[src/rtl/uart_pkg.sv]
// uart_pkg: definitions shared by the UART transmit and receive paths.
//   uart_state_t         - frame-level FSM states
//   PAR_NONE/ODD/EVEN    - encodings for the PARITY parameter
//   CLKS_PER_BIT_DEFAULT - default baud divisor (100 MHz / 115200)
package uart_pkg;

  typedef enum logic [2:0] {
    ST_IDLE   = 3'd0,
    ST_START  = 3'd1,
    ST_DATA   = 3'd2,
    ST_PARITY = 3'd3,
    ST_STOP   = 3'd4
  } uart_state_t;

  localparam int PAR_NONE = 0;
  localparam int PAR_ODD  = 1;
  localparam int PAR_EVEN = 2;

  localparam int CLKS_PER_BIT_DEFAULT = 868;

endpackage

[src/rtl/uart_baud_gen.sv]
// uart_baud_gen: bit-period counter.
//   clk     - system clock
//   reset   - asynchronous active-low reset
//   clear   - hold the counter at 0 (used while the line is idle)
//   bit_end - high on the last cycle of each bit period
module uart_baud_gen
  import uart_pkg::*;
#(
  parameter int CLKS_PER_BIT = CLKS_PER_BIT_DEFAULT
) (
  input  logic clk,
  input  logic reset,
  input  logic clear,
  output logic bit_end
);

  localparam int CW = $clog2(CLKS_PER_BIT);
  localparam logic [CW-1:0] LAST = CW'(CLKS_PER_BIT - 1);

  logic [CW-1:0] cnt_reg;

  always_ff @(posedge clk or negedge reset) begin
    if (!reset) begin
      cnt_reg <= '0;
    end else if (clear || cnt_reg == LAST) begin
      cnt_reg <= '0;
    end else begin
      cnt_reg <= cnt_reg + 1'b1;
    end
  end

  assign bit_end = !clear && (cnt_reg == LAST);

endmodule

[src/rtl/uart_tx_serializer.sv]
// uart_tx_serializer: byte-wide UART transmitter.
//   clk      - system clock
//   reset    - asynchronous active-low reset (aborts any frame in flight)
//   tx_start - request to send din, honoured only while idle
//   din      - byte to send, captured on acceptance (bits >= DATA_BITS ignored)
//   tx       - registered serial line, idle high
//   tx_busy  - high while a frame is on the line
//   tx_done  - one-cycle pulse in the first idle cycle after a frame
module uart_tx_serializer
  import uart_pkg::*;
#(
  parameter int CLKS_PER_BIT = CLKS_PER_BIT_DEFAULT,
  parameter int DATA_BITS    = 8,
  parameter int PARITY       = PAR_NONE,
  parameter int STOP_BITS    = 1
) (
  input  logic       clk,
  input  logic       reset,
  input  logic       tx_start,
  input  logic [7:0] din,
  output logic       tx,
  output logic       tx_busy,
  output logic       tx_done
);

  localparam logic [2:0] LAST_DATA = 3'(DATA_BITS - 1);
  localparam logic [2:0] LAST_STOP = 3'(STOP_BITS - 1);

  uart_state_t          state_reg, state_next;
  logic [DATA_BITS-1:0] shreg_reg, shreg_next;
  logic [2:0]           bit_idx_reg, bit_idx_next;
  logic                 par_reg, par_next;
  logic                 tx_reg, tx_next;
  logic                 busy_reg, busy_next;
  logic                 done_reg, done_next;
  logic                 bit_end;

  uart_baud_gen #(
    .CLKS_PER_BIT(CLKS_PER_BIT)
  ) u_baud (
    .clk    (clk),
    .reset  (reset),
    .clear  (state_reg == ST_IDLE),
    .bit_end(bit_end)
  );

  always_ff @(posedge clk or negedge reset) begin
    if (!reset) begin
      state_reg   <= ST_IDLE;
      shreg_reg   <= '0;
      bit_idx_reg <= '0;
      par_reg     <= 1'b0;
      tx_reg      <= 1'b1;
      busy_reg    <= 1'b0;
      done_reg    <= 1'b0;
    end else begin
      state_reg   <= state_next;
      shreg_reg   <= shreg_next;
      bit_idx_reg <= bit_idx_next;
      par_reg     <= par_next;
      tx_reg      <= tx_next;
      busy_reg    <= busy_next;
      done_reg    <= done_next;
    end
  end

  always_comb begin
    state_next   = state_reg;
    shreg_next   = shreg_reg;
    bit_idx_next = bit_idx_reg;
    par_next     = par_reg;

    case (state_reg)
      ST_IDLE: begin
        if (tx_start) begin
          state_next   = ST_START;
          shreg_next   = din[DATA_BITS-1:0];
          bit_idx_next = '0;
          // Parity is fixed at capture so it is independent of the shifting.
          par_next     = (^din[DATA_BITS-1:0]) ^ (PARITY == PAR_ODD);
        end
      end
      ST_START: begin
        if (bit_end) begin
          state_next   = ST_DATA;
          bit_idx_next = '0;
        end
      end
      ST_DATA: begin
        if (bit_end) begin
          shreg_next = {1'b0, shreg_reg[DATA_BITS-1:1]};
          if (bit_idx_reg == LAST_DATA) begin
            state_next   = (PARITY != PAR_NONE) ? ST_PARITY : ST_STOP;
            bit_idx_next = '0;
          end else begin
            bit_idx_next = bit_idx_reg + 3'd1;
          end
        end
      end
      ST_PARITY: begin
        if (bit_end) begin
          state_next   = ST_STOP;
          bit_idx_next = '0;
        end
      end
      ST_STOP: begin
        if (bit_end) begin
          if (bit_idx_reg == LAST_STOP) begin
            state_next = ST_IDLE;
          end else begin
            bit_idx_next = bit_idx_reg + 3'd1;
          end
        end
      end
      default: state_next = ST_IDLE;
    endcase
  end

  // Line outputs are decoded from the next state so they change on the same
  // edge as the state itself (tx falls on the accepting edge).
  always_comb begin
    tx_next = 1'b1;
    case (state_next)
      ST_START:  tx_next = 1'b0;
      ST_DATA:   tx_next = shreg_next[0];
      ST_PARITY: tx_next = par_reg;
      default:   tx_next = 1'b1;
    endcase
    busy_next = (state_next != ST_IDLE);
    done_next = (state_reg == ST_STOP) && (state_next == ST_IDLE);
  end

  assign tx      = tx_reg;
  assign tx_busy = busy_reg;
  assign tx_done = done_reg;

endmodule

[config.mk]
export PLATFORM = sky130hd
export DESIGN_NAME = uart_tx_serializer
export DESIGN_NICKNAME = d
export VERILOG_FILES = /design/src/rtl/uart_pkg.sv /design/src/rtl/uart_baud_gen.sv /design/src/rtl/uart_tx_serializer.sv
export SDC_FILE = /design/constraint.sdc
export NUM_CORES = 1
export LEC_CHECK = 0
export ABC_CLOCK_PERIOD_IN_PS = 3200
export BUFFER_PORTS_ARGS = -buffer_cell sky130_fd_sc_hd__clkbuf_2
export CAP_MARGIN = 20
export CORE_MARGIN = 2
export CORE_UTILIZATION = 30
export DETAILED_ROUTE_END_ITERATION = 10
export SLEW_MARGIN = 30
export SYNTH_ARGS = -nofsm -noshare
export SYNTH_HDL_FRONTEND = slang
export SYNTH_HIERARCHICAL = 1
export SYNTH_SLANG_ARGS = --single-unit
[constraint.sdc]
create_clock -name clk -period 3.2 [get_ports clk]
set_input_delay 0.16 -clock clk [delete_from_list [all_inputs] [get_ports clk]]
set_output_delay 0.16 -clock clk [all_outputs]
set_load 0.005 [all_outputs]
[Yosys cells after proc, flatten, opt, wreduce, memory -nomap -nowiden]
Cells that the tools add are included.
Word-level totals
  word-level logic and storage cells: 60
  register bits after elaboration: 28
  bits of input ports: 11
  output and inout port bits: 3
Operators by class
  add/subtract/negate cells: 2
  reduce and logical (&&, ||, !) cells: 15
  eq/ne operators: 14
  mux-type cells: 20
Operator list (count)
  two-way mux 3 bit: 13
  two-way mux 8 bit: 2
  one-hot mux 8 bit (2 select lines): 1
  one-hot mux 3 bit (5 select lines): 1
  == test 3 x 2 -> 1 bit (second input constant): 4
  one-hot mux 3 bit (4 select lines): 1
  adder 10 x 1 -> 10 bit (second input constant): 1
  == test 10 bit (second input constant): 1
  two-way mux 10 bit: 1
  logical NOT 3 bit: 3
  inequality test 2 bit (second input constant): 4
  parity 8 bit: 1
  == test 3 x 1 -> 1 bit (second input constant): 2
  == test 3 bit (second input constant): 2
  AND reduction 6 bit: 1
  nonzero test 4 bit: 1
  adder 3 x 1 -> 3 bit (second input constant): 1
  one-hot mux 1 bit (3 select lines): 1
  AND reduction 3 bit: 1
  nonzero test 3 bit: 1
  logical AND 1 bit: 2
  inequality test 2 x 1 -> 1 bit (second input constant): 1
  AND reduction 2 bit: 1
  nonzero test 2 bit: 1
  other kinds (3): 3

[Depth between registers and ports, before layout]
  word-level depth: 7
  mapped depth: 8
  depth with buffers taken out: 8

[Hierarchy]
The synthesis kept the hierarchy.
Modules (own cells, without submodules)
  uart_tx_serializer: area an instance 1001.0 um^2, instances 1, sequential area each 451.7 um^2, cells each 95
  uart_baud_gen: area an instance 534.3 um^2, instances 1, sequential area each 250.2 um^2, cells each 53

[Least setup slack after synthesis]
OpenSTA, ideal clock, no wires.
  kind: register -> register
  start: register u_baud.cnt_reg[3]
  end: register shreg_reg[1]
  arrival time: 1.990 ns
  required time: 3.073 ns
  stages on the path, launching flop included: 8
  clock period less this slack: 2.117 ns
  buffers on the path: 0
  library setup time: 0.127 ns
  slack: 1.083 ns
  cells stage by stage: dfrtp_1 -> nor4_2 -> nand4_1 -> nor2_1 -> nand2_1 -> a211o_1 -> a222oi_1 -> inv_1
On the way
  word-level cells in the longest chain between the ends: 4
RTL lines
  start, declared: RTL line uart_baud_gen.sv:20  | logic [CW-1:0] cnt_reg;
  start signal, assigned: RTL line uart_baud_gen.sv:28  | cnt_reg <= cnt_reg + 1'b1;
  == test 10 bit: RTL line uart_baud_gen.sv:32  | assign bit_end = !clear && (cnt_reg == LAST);
  logical AND 1 bit: RTL line uart_baud_gen.sv:32
  named net bit_end: RTL line uart_tx_serializer.sv:36  | logic bit_end;
  inequality test 2 bit (no source line)
  AND reduction 3 bit (no source line)
  end signal, assigned: RTL line uart_tx_serializer.sv:58  | shreg_reg <= shreg_next;
  end, declared: RTL line uart_tx_serializer.sv:30  | logic [DATA_BITS-1:0] shreg_reg, shreg_next;
The timed path passes the listed nets, and every way through them passes these cells.
A chain may end at the register's enable or synchronous reset.

[Worst setup path after layout]
Same ends and word-level chain as after synthesis.

==> run summary <==
instance count on the critical path - 7
Critical Path Source Type - register
die area - 5710 µm²
post-route ant nets - 0
Pint - 0.612 mW
Total Wirelength - 2.68 mm
reg2reg path depth - 7
CTS Buf Count - 3
Area after DPL - 1660 µm²
NumNets Final - 178
Ant. Diodes - 0
post-synth top area cell - dfrtp_1
RePlAce Congestion - 0.714
unrepaired setup endpoints after global routing - false
Hold Vio Cnt, Final - 0
Psw - 0.256 mW
gr ovfl total - 0
Vias - 1104
non-filler cells, final - 232
Clock Path Buffers - 2
Max IR drop VDD - 0.228 mV
Async S/R FF share, synth - 100%
TNS Setup - 0 ns
slowest stage cell, crit path - dfrtp_1
Tcrit/Tclk final - 74.2%
Clock Power Share - 25.3%
Residual DRC - 0
top-count cell post-synth - dfrtp_1
Primary FF master, synth - dfrtp_1
Max Cap Viol - 0
post-layout minimum cycle time - 2.37 ns
Total GRT Usage - 10.7%
Post-Syn Nets - 163
num ports - 14
Setup-failing EPs final - 0
Worst-Skew Late Latency - 0.27 ns
vias in the first global route - 1108
first-pass GRT wire length - 4.83 mm
Distinct cells, synth - 46
Buffers & Inverters on Critical Path - 1
H-tree depth - 1
crit-path cells - nor4_2, nand4_1, nor2_1, nand2_1, a211o_1, a222oi_1, inv_1
CP max FO - 7
Sequential Area - 702 µm²
relative max-transition margin - 49.5%
fin area - 1720 µm²
Power Total - 0.868 mW
Initial Utilization - 30.6%
Yosys reg bits - 28
Post-Syn Instances - 148
placed cells - 227
Fillers - 533
hold path cells - 3
syn_area_per_cell - 10.4 µm²
kind of critical path - reg2reg
Critical Path Sink Type - register
TritonCTS clock tree - done
cell family with the largest share of critical-path delay - simple AND/OR/NAND/NOR gates
Area growth syn-to-layout - 12.1%
sequential share of power - 55.2%
layout cell share with drive strength beyond 1 - 17.3%
logic gate share of total power - 19.5%
Iter 0 DRT Violations - 61
Port Buffers - 13
post-synth top area share - 44.0%
core area - 5010 µm²
Worst-path clk slew - 0.10 ns
most instantiated cells after synthesis - dfrtp_1 (27), inv_1 (11), nor2_1 (10)
# rows - 26
slowest stage delay, CP - 0.46 ns
Post-synth EDFFs - 0
post-synthesis cell area - 1540 µm²
Slew @ Worst Pin - 0.751 ns
most area-consuming cells after synthesis - dfrtp_1 (44%), xnor2_1 (4.6%), a222oi_1 (3.9%)
Max Transition Viols Final - 0
clk_skew - 0.00722 ns
WL per Instance - 11.5 µm
# clock sinks - 28
power density cells - 504 nW/µm²
Post-CTS Setup Bufs - 0
via/cell ratio - 4.76
synth warn - 6
CTS root buffer - clkbuf_8
hpwl dp - 1.96 mm
Largest register FFs - 10
total iterations of the first detailed-routing run - 5
Critical Path RT - 3.36 ns
largest net degree at the start of global routing - 29
Worst Hold Class - in2reg
status - completed
initial antenna violation count - 0
sequential area share after synthesis - 45.7%
Max Clock Freq - 0.421 GHz
Chip Height - 75.5 µm
Die X-Extent - 75.5 µm
Net Sw Frac - 29.5%
Final Util - 34.3%
Arrival @ worst endpoint - 2.53 ns
leakage power - 0.729 nW
area of the multi-input gates - 752 µm²
-- placed cells by master (no fill, tap or decap), types with 2 or more instances in the layout --
| master | instances |
|---|---|
| nand3_1 | 5 |
| nand3b_1 | 2 |
| nor2b_1 | 2 |
| ha_1 | 4 |
| mux2i_1 | 2 |
| or3_1 | 3 |
| a21oi_1 | 7 |
| clkbuf_2 | 13 |
| a211o_1 | 2 |
| xor2_1 | 2 |
| nand2_1 | 9 |
| and2_1 | 4 |
| nand4_1 | 3 |
| a222oi_1 | 6 |
| nand2b_1 | 4 |
| nor2_1 | 10 |
| dfrtp_1 | 27 |
| inv_1 | 11 |
| clkbuf_8 | 4 |
| xnor2_1 | 8 |
| o31ai_1 | 2 |
| o21ai_0 | 7 |
-- what timing repair did --
item | CTS | global route
hold endpoints to repair | 27 | 0
gates resized for setup | 0 | 0
hold buffers | 1 | 0
-- cell type report --
cell class / count / area share, %
Clock buffer: 4 / 3.20
Sequential cell: 28 / 40.8
Timing Repair Buffer: 15 / 4.80
Multi-Input combinational cell: 104 / 43.7
Tap cell: 70 / 5.09
Inverter: 11 / 2.40
-- logic make-up after synthesis --
group	synth area share [%]
fa+ha+maj	3.26
xor+xnor	5.71
buf+inv	5.30
simple gates	20.9
compound gates	17.8
flops	45.7
mux	1.30
-- worst paths after layout --
| kind | start | to | slack, ns |
|---|---|---|---|
| worst max register to register | u_baud/cnt_reg[3] | shreg_reg[1] | 0.83 |
| worst max-delay path | u_baud/cnt_reg[3] | shreg_reg[1] | 0.83 |
| worst min register to register | shreg_reg[6] | shreg_reg[6] | 0.51 |
| max in group asynchronous | reset | shreg_reg[1] | 2.29 |
| worst min-delay path | din[7] | shreg_reg[7] | 0.13 |
| min in group asynchronous | reset | bit_idx_reg[1] | 0.46 |
-- worst reg2reg max path, delay by kind of cell (launching register included) --
| family | cells | cell delay, ns |
|---|---|---|
| DFF | 1 | 0.46 |
| buffers and inverters | 1 | 0.06 |
| and+or+nand+nor | 4 | 0.99 |
| AOI/OAI and AO/OA | 2 | 0.75 |
-- stage by stage --
step | hold slack (ns) | worst slack [ns]
final | 0.130 | 0.826
after global routing | 0.142 | 0.537
after CTS | 0.129 | 0.790
after detailed placement | 0.255 | 0.818
after global placement | 0.253 | 0.912
after floorplan | -0.136 | 1.08
-- routing by layer --
layer	vias up	wire length [µm]	GRT usage, %
met5	-	0	0
met2	13	1270	17.5
li1	564	-	-
met1	525	1320	14.6
met3	2	63	1.98
met4	0	17	3.31
-- power groups by stage --
stage / Clock (mW) / Sequential, mW / Combinational [mW]
2_1_floorplan: 0 / 0.474 / 0.138
3_3_place_gp: 0 / 0.485 / 0.170
3_5_place_dp: 0 / 0.486 / 0.171
4_1_cts: 0.229 / 0.479 / 0.173
5_1_grt: 0.241 / 0.489 / 0.202
6_report: 0.220 / 0.479 / 0.169
Note: power is estimated with default switching activity, not from simulation.
